## src/rtl/rnd_feed_pkg.sv

```systemverilog
// Shared constants and FSM state type for the seedable LFSR randomness feed.
package rnd_feed_pkg;
  localparam int LFSR_LEN = 64;
  localparam int SEED_W   = 32;
  localparam int TAP0     = 63;
  localparam int TAP1     = 62;
  localparam int TAP2     = 60;
  localparam int TAP3     = 59;

  typedef enum logic [1:0] {
    ST_SEED   = 2'd0,
    ST_WARMUP = 2'd1,
    ST_RUN    = 2'd2
  } feed_state_e;
endpackage

```

## src/rtl/rnd_lfsr_step.sv

```systemverilog
// Combinational NSTEP-fold unroll of the Fibonacci LFSR x^64+x^63+x^61+x^60+1.
module rnd_lfsr_step
  import rnd_feed_pkg::*;
#(
  parameter int NSTEP = 1
) (
  input  logic [LFSR_LEN-1:0] cur,
  output logic [LFSR_LEN-1:0] nxt
);
  logic [NSTEP:0][LFSR_LEN-1:0] chain;

  assign chain[0] = cur;

  for (genvar i = 0; i < NSTEP; i++) begin : g_step
    assign chain[i+1] = {chain[i][LFSR_LEN-2:0],
                         chain[i][TAP0] ^ chain[i][TAP1] ^ chain[i][TAP2] ^ chain[i][TAP3]};
  end

  assign nxt = chain[NSTEP];
endmodule

```

## src/rtl/rnd_lfsr_feed.sv

```systemverilog
// Seedable LFSR randomness source: two-word seed load, warm-up discard, then
// NRND fresh bits per enabled cycle for a masked AND gadget's rnd port.
module rnd_lfsr_feed
  import rnd_feed_pkg::*;
#(
  parameter int d      = 2,
  parameter int NRND   = d * (d - 1),
  parameter int WARMUP = 16
) (
  input  logic              clk,
  input  logic              rst,
  input  logic [SEED_W-1:0] seed_in,
  input  logic              seed_valid,
  output logic              seed_ready,
  input  logic              en,
  output logic [NRND-1:0]   rnd,
  output logic              rnd_valid
);
  localparam int CW = $clog2(WARMUP + 1);

  feed_state_e         state;
  logic                wc;
  logic [CW-1:0]       wcnt;
  logic [LFSR_LEN-1:0] lfsr;
  logic [LFSR_LEN-1:0] stepped;
  logic [LFSR_LEN-1:0] shifted;

  // One unrolled NRND-step block serves both the warm-up and the run advance.
  rnd_lfsr_step #(.NSTEP(NRND)) u_step (
    .cur (lfsr),
    .nxt (stepped)
  );

  assign shifted = {lfsr[LFSR_LEN-SEED_W-1:0], seed_in};

  always_ff @(posedge clk) begin
    if (rst) begin
      state <= ST_SEED;
      wc    <= 1'b0;
      wcnt  <= '0;
      lfsr  <= '0;
    end else begin
      case (state)
        ST_SEED: begin
          if (seed_valid) begin
            wc <= ~wc;
            if (wc) begin
              // An all-zero state would lock the LFSR, so it is forced to 1.
              lfsr  <= (shifted == '0) ? LFSR_LEN'(1) : shifted;
              wcnt  <= CW'(WARMUP);
              state <= ST_WARMUP;
            end else begin
              lfsr <= shifted;
            end
          end
        end
        ST_WARMUP: begin
          lfsr <= stepped;
          wcnt <= wcnt - 1'b1;
          if (wcnt == CW'(1)) state <= ST_RUN;
        end
        ST_RUN: begin
          // A reseed wins over en; the first word lands here, so wc skips to 1.
          if (seed_valid) begin
            lfsr  <= shifted;
            wc    <= 1'b1;
            state <= ST_SEED;
          end else if (en) begin
            lfsr <= stepped;
          end
        end
        default: state <= ST_SEED;
      endcase
    end
  end

  assign rnd_valid  = (state == ST_RUN);
  assign rnd        = (state == ST_RUN) ? lfsr[NRND-1:0] : '0;
  assign seed_ready = (state != ST_WARMUP);
endmodule
```

## config.mk

```make
export PLATFORM = sky130hd
export DESIGN_NAME = rnd_lfsr_feed
export DESIGN_NICKNAME = d
export VERILOG_FILES = /design/src/rtl/rnd_feed_pkg.sv /design/src/rtl/rnd_lfsr_step.sv /design/src/rtl/rnd_lfsr_feed.sv
export SDC_FILE = /design/constraint.sdc
export NUM_CORES = 1
export LEC_CHECK = 0
export ABC_AREA = 1
export CORE_MARGIN = 5
export CORE_UTILIZATION = 55
export CTS_CLUSTER_DIAMETER = 100
export CTS_CLUSTER_SIZE = 14
export DETAILED_ROUTE_END_ITERATION = 10
export GPL_ROUTABILITY_DRIVEN = 0
export HOLD_SLACK_MARGIN = 0.08
export PLACE_DENSITY = 0.8
export SLEW_MARGIN = 40
export SYNTH_ARGS = -nofsm -noshare
export SYNTH_HDL_FRONTEND = slang
export SYNTH_HIERARCHICAL = 1
export SYNTH_SLANG_ARGS = --single-unit
```

## constraint.sdc

```tcl
create_clock -name clk -period 2.8 [get_ports clk]
set_input_delay 0.84 -clock clk [delete_from_list [all_inputs] [get_ports clk]]
set_output_delay 0.84 -clock clk [all_outputs]
set_load 0.1 [all_outputs]
```

==> metrics.txt <==
status=complete, no violations; Max transition margin=54.4%; vias post-DR=5050; Power Dens Cells=1150 nW/um2; TNS Setup=0 ns; maxcap violations=0; worst vdd ir=0.656 mV; # hold bufs at CTS=0; Cells after Synth=850; Post-CTS Setup Inserts=0; num ports=40; vias in the first global route=4605; RSZ-0062 raised after global routing=false; drt total wl=12.3 mm; first-pass GRT wire length=21.1 mm; area grow syn2layout=3.90%; drt initial violations=408; Mean Syn Cell Area=6.08 um2; Worst Hold Class=flip-flop to flip-flop; Final nets=835; final worst path period share=90.5%; H-tree levels=3; crit path time final=2.53 ns; Final Cell Area=5370 um2; cell area after synthesis=5170 um2; final core occ=58.4%; Synth area leader=dfxtp_1; Final Worst Setup Slack=0.266 ns; critical path arrival=1.69 ns; area of the die=11400 um2; DP Worst Slack=0.396 ns; Initial Util=56.2%; Num CTS Buffers=9; Slew @ Worst Pin=0.684 ns; Crit. End Element=primary output; Hold Fails Final Rpt=0; share of the synthesized area in the top cell type=27.9%; Max Freq=395 MHz; drt wl/cell=13.6 um; antenna diode count=0; share of layout cells above drive strength 1=4.52%; Synthesis Warnings=6; Post-DRT Antenna Nets=0; CTS tree=done; Worst Setup Start Kind=flip-flop; Setup Skew=0.0125 ns; CTS Sinks=72; Root Driver=clkbuf_8; Core Area=9200 um2; die height=107 um; Skew-Pair Late Insertion Delay=0.36 ns; clk buf depth=2; register bit total from synthesis=72; router iterations before antenna repair=5; CP max FO=17; worst setup path class=flip-flop to primary output; largest cells by area after synthesis=dfxtp_1 (28%), nand2_1 (21%), nand3_1 (12%), buf_4 (9.9%), o211ai_1 (9.3%); DR vias/cell=5.56; sequential fraction of the synthesis area=27.9%; endpoints failing setup=0; largest net degree at the start of global routing=79; CTS clk-pin slew, worst paths=0.08 ns; Mapped Nets=892; Leakage=0.00276 uW; Netlist cell types=21; WP data required=1.96 ns; grt ovf=0; Post-route DRC=0; Port Buf Inserts=39; Final Max Slew Viols=0; detailed placer's ending HPWL=7.78 mm; # rows=35; Post-CTS Resized=0; die width=107 um; antenna violations before repair=0; area post-placement=5150 um2; GRT Util Overall=22.1%
==> final timing paths <==
path | startpoint | end | slack [ns] | depth (start not counted)
setup / recovery | state[0] | rnd[1] | 0.27 | 5
hold / removal | wcnt[4] | wcnt[4] | 0.50 | 2
setup reg to reg | state[0] | lfsr[23] | 0.55 | 9
hold reg to reg | wcnt[4] | wcnt[4] | 0.50 | 2
==> kinds of logic after synthesis <==
group	Yosys count	share of synthesized area, %
adders and majority gates	6	1.45
AOI/OAI and AO/OA	89	12.1
buffers and inverters	217	21.2
and+or+nand+nor	464	37.0
DFF	72	27.9
xor gates and xnor gates	2	0.339
==> sequential cells by signal (all words and copies together), names as in the netlist <==
| signal | count |
|---|---|
| lfsr | 64 |
| wcnt | 5 |
| state | 2 |
| wc | 1 |
==> per-stage QoR <==
step | std cells | hold WS (ns) | power, uW
after floorplan | 850 | 0.443 | 4890
after global placement | 893 | 0.465 | 5130
after detailed placement | 893 | 0.485 | 5220
after CTS | 908 | 0.502 | 6160
after global routing | 908 | 0.523 | 6720
final | 908 | 0.499 | 6190
==> cells in the final DEF (no fill, tap or decap), types with 2 or more instances in the layout <==
cell	n
nor3b_1	2
bufinv_16	2
dfxtp_1	72
nor2_1	53
inv_2	2
ha_1	4
ha_2	2
nand2_1	283
inv_1	97
nand3_1	122
buf_4	6
clkdlybuf4s50_1	34
a21oi_1	6
o21ai_0	13
a22oi_1	2
clkbuf_8	10
xnor2_1	2
nand4_1	4
buf_12	8
o211ai_1	64
==> synthesized netlist by cell type, drive strengths merged <==
library cell,n
nand3,122
ha,6
o211ai,64
a31oi,1
dfxtp,72
nand4,4
clkbuf,27
nor3b,2
a22oi,2
inv,100
a211oi,2
a21oi,7
xnor2,2
nand2,283
o21ai,13
nor2,53
buf,90
==> critical path, cell delays in order, from the launching register on <==
cell and delay (ns):
dfxtp_1 0.34, inv_1 0.11, ha_2 0.46, nand2_1 0.09, inv_1 0.14, buf_12 0.19
==> area by class of cell <==
cell class,count,area (um2)
Timing Repair Buffer,49,551
Tap cell,111,139
Inverter,100,375
Clock buffer,10,138
Multi-Input combinational cell,561,2640
Clock inverter,5,81.3
Sequential cell,72,1440
Fill cell,873,3830
==> layer usage <==
| metal | global-route usage [%] | vias up | wire length [um] |
|---|---|---|---|
| met2 | 36.9 | 181 | 5800 |
| li1 | - | 2529 | - |
| met1 | 29.6 | 2318 | 5630 |
| met4 | 7.21 | 0 | 202 |
| met3 | 2.95 | 22 | 705 |
| met5 | 0 | - | 0 |
==> power by group <==
part           total (uW)  internal (uW)  switching, uW
Sequential           1890           1460            434
Combinational        3360           1140           2230
Clock                 932            521            410
Total                6190           3120           3070
Power figures use the tool's default switching activity.
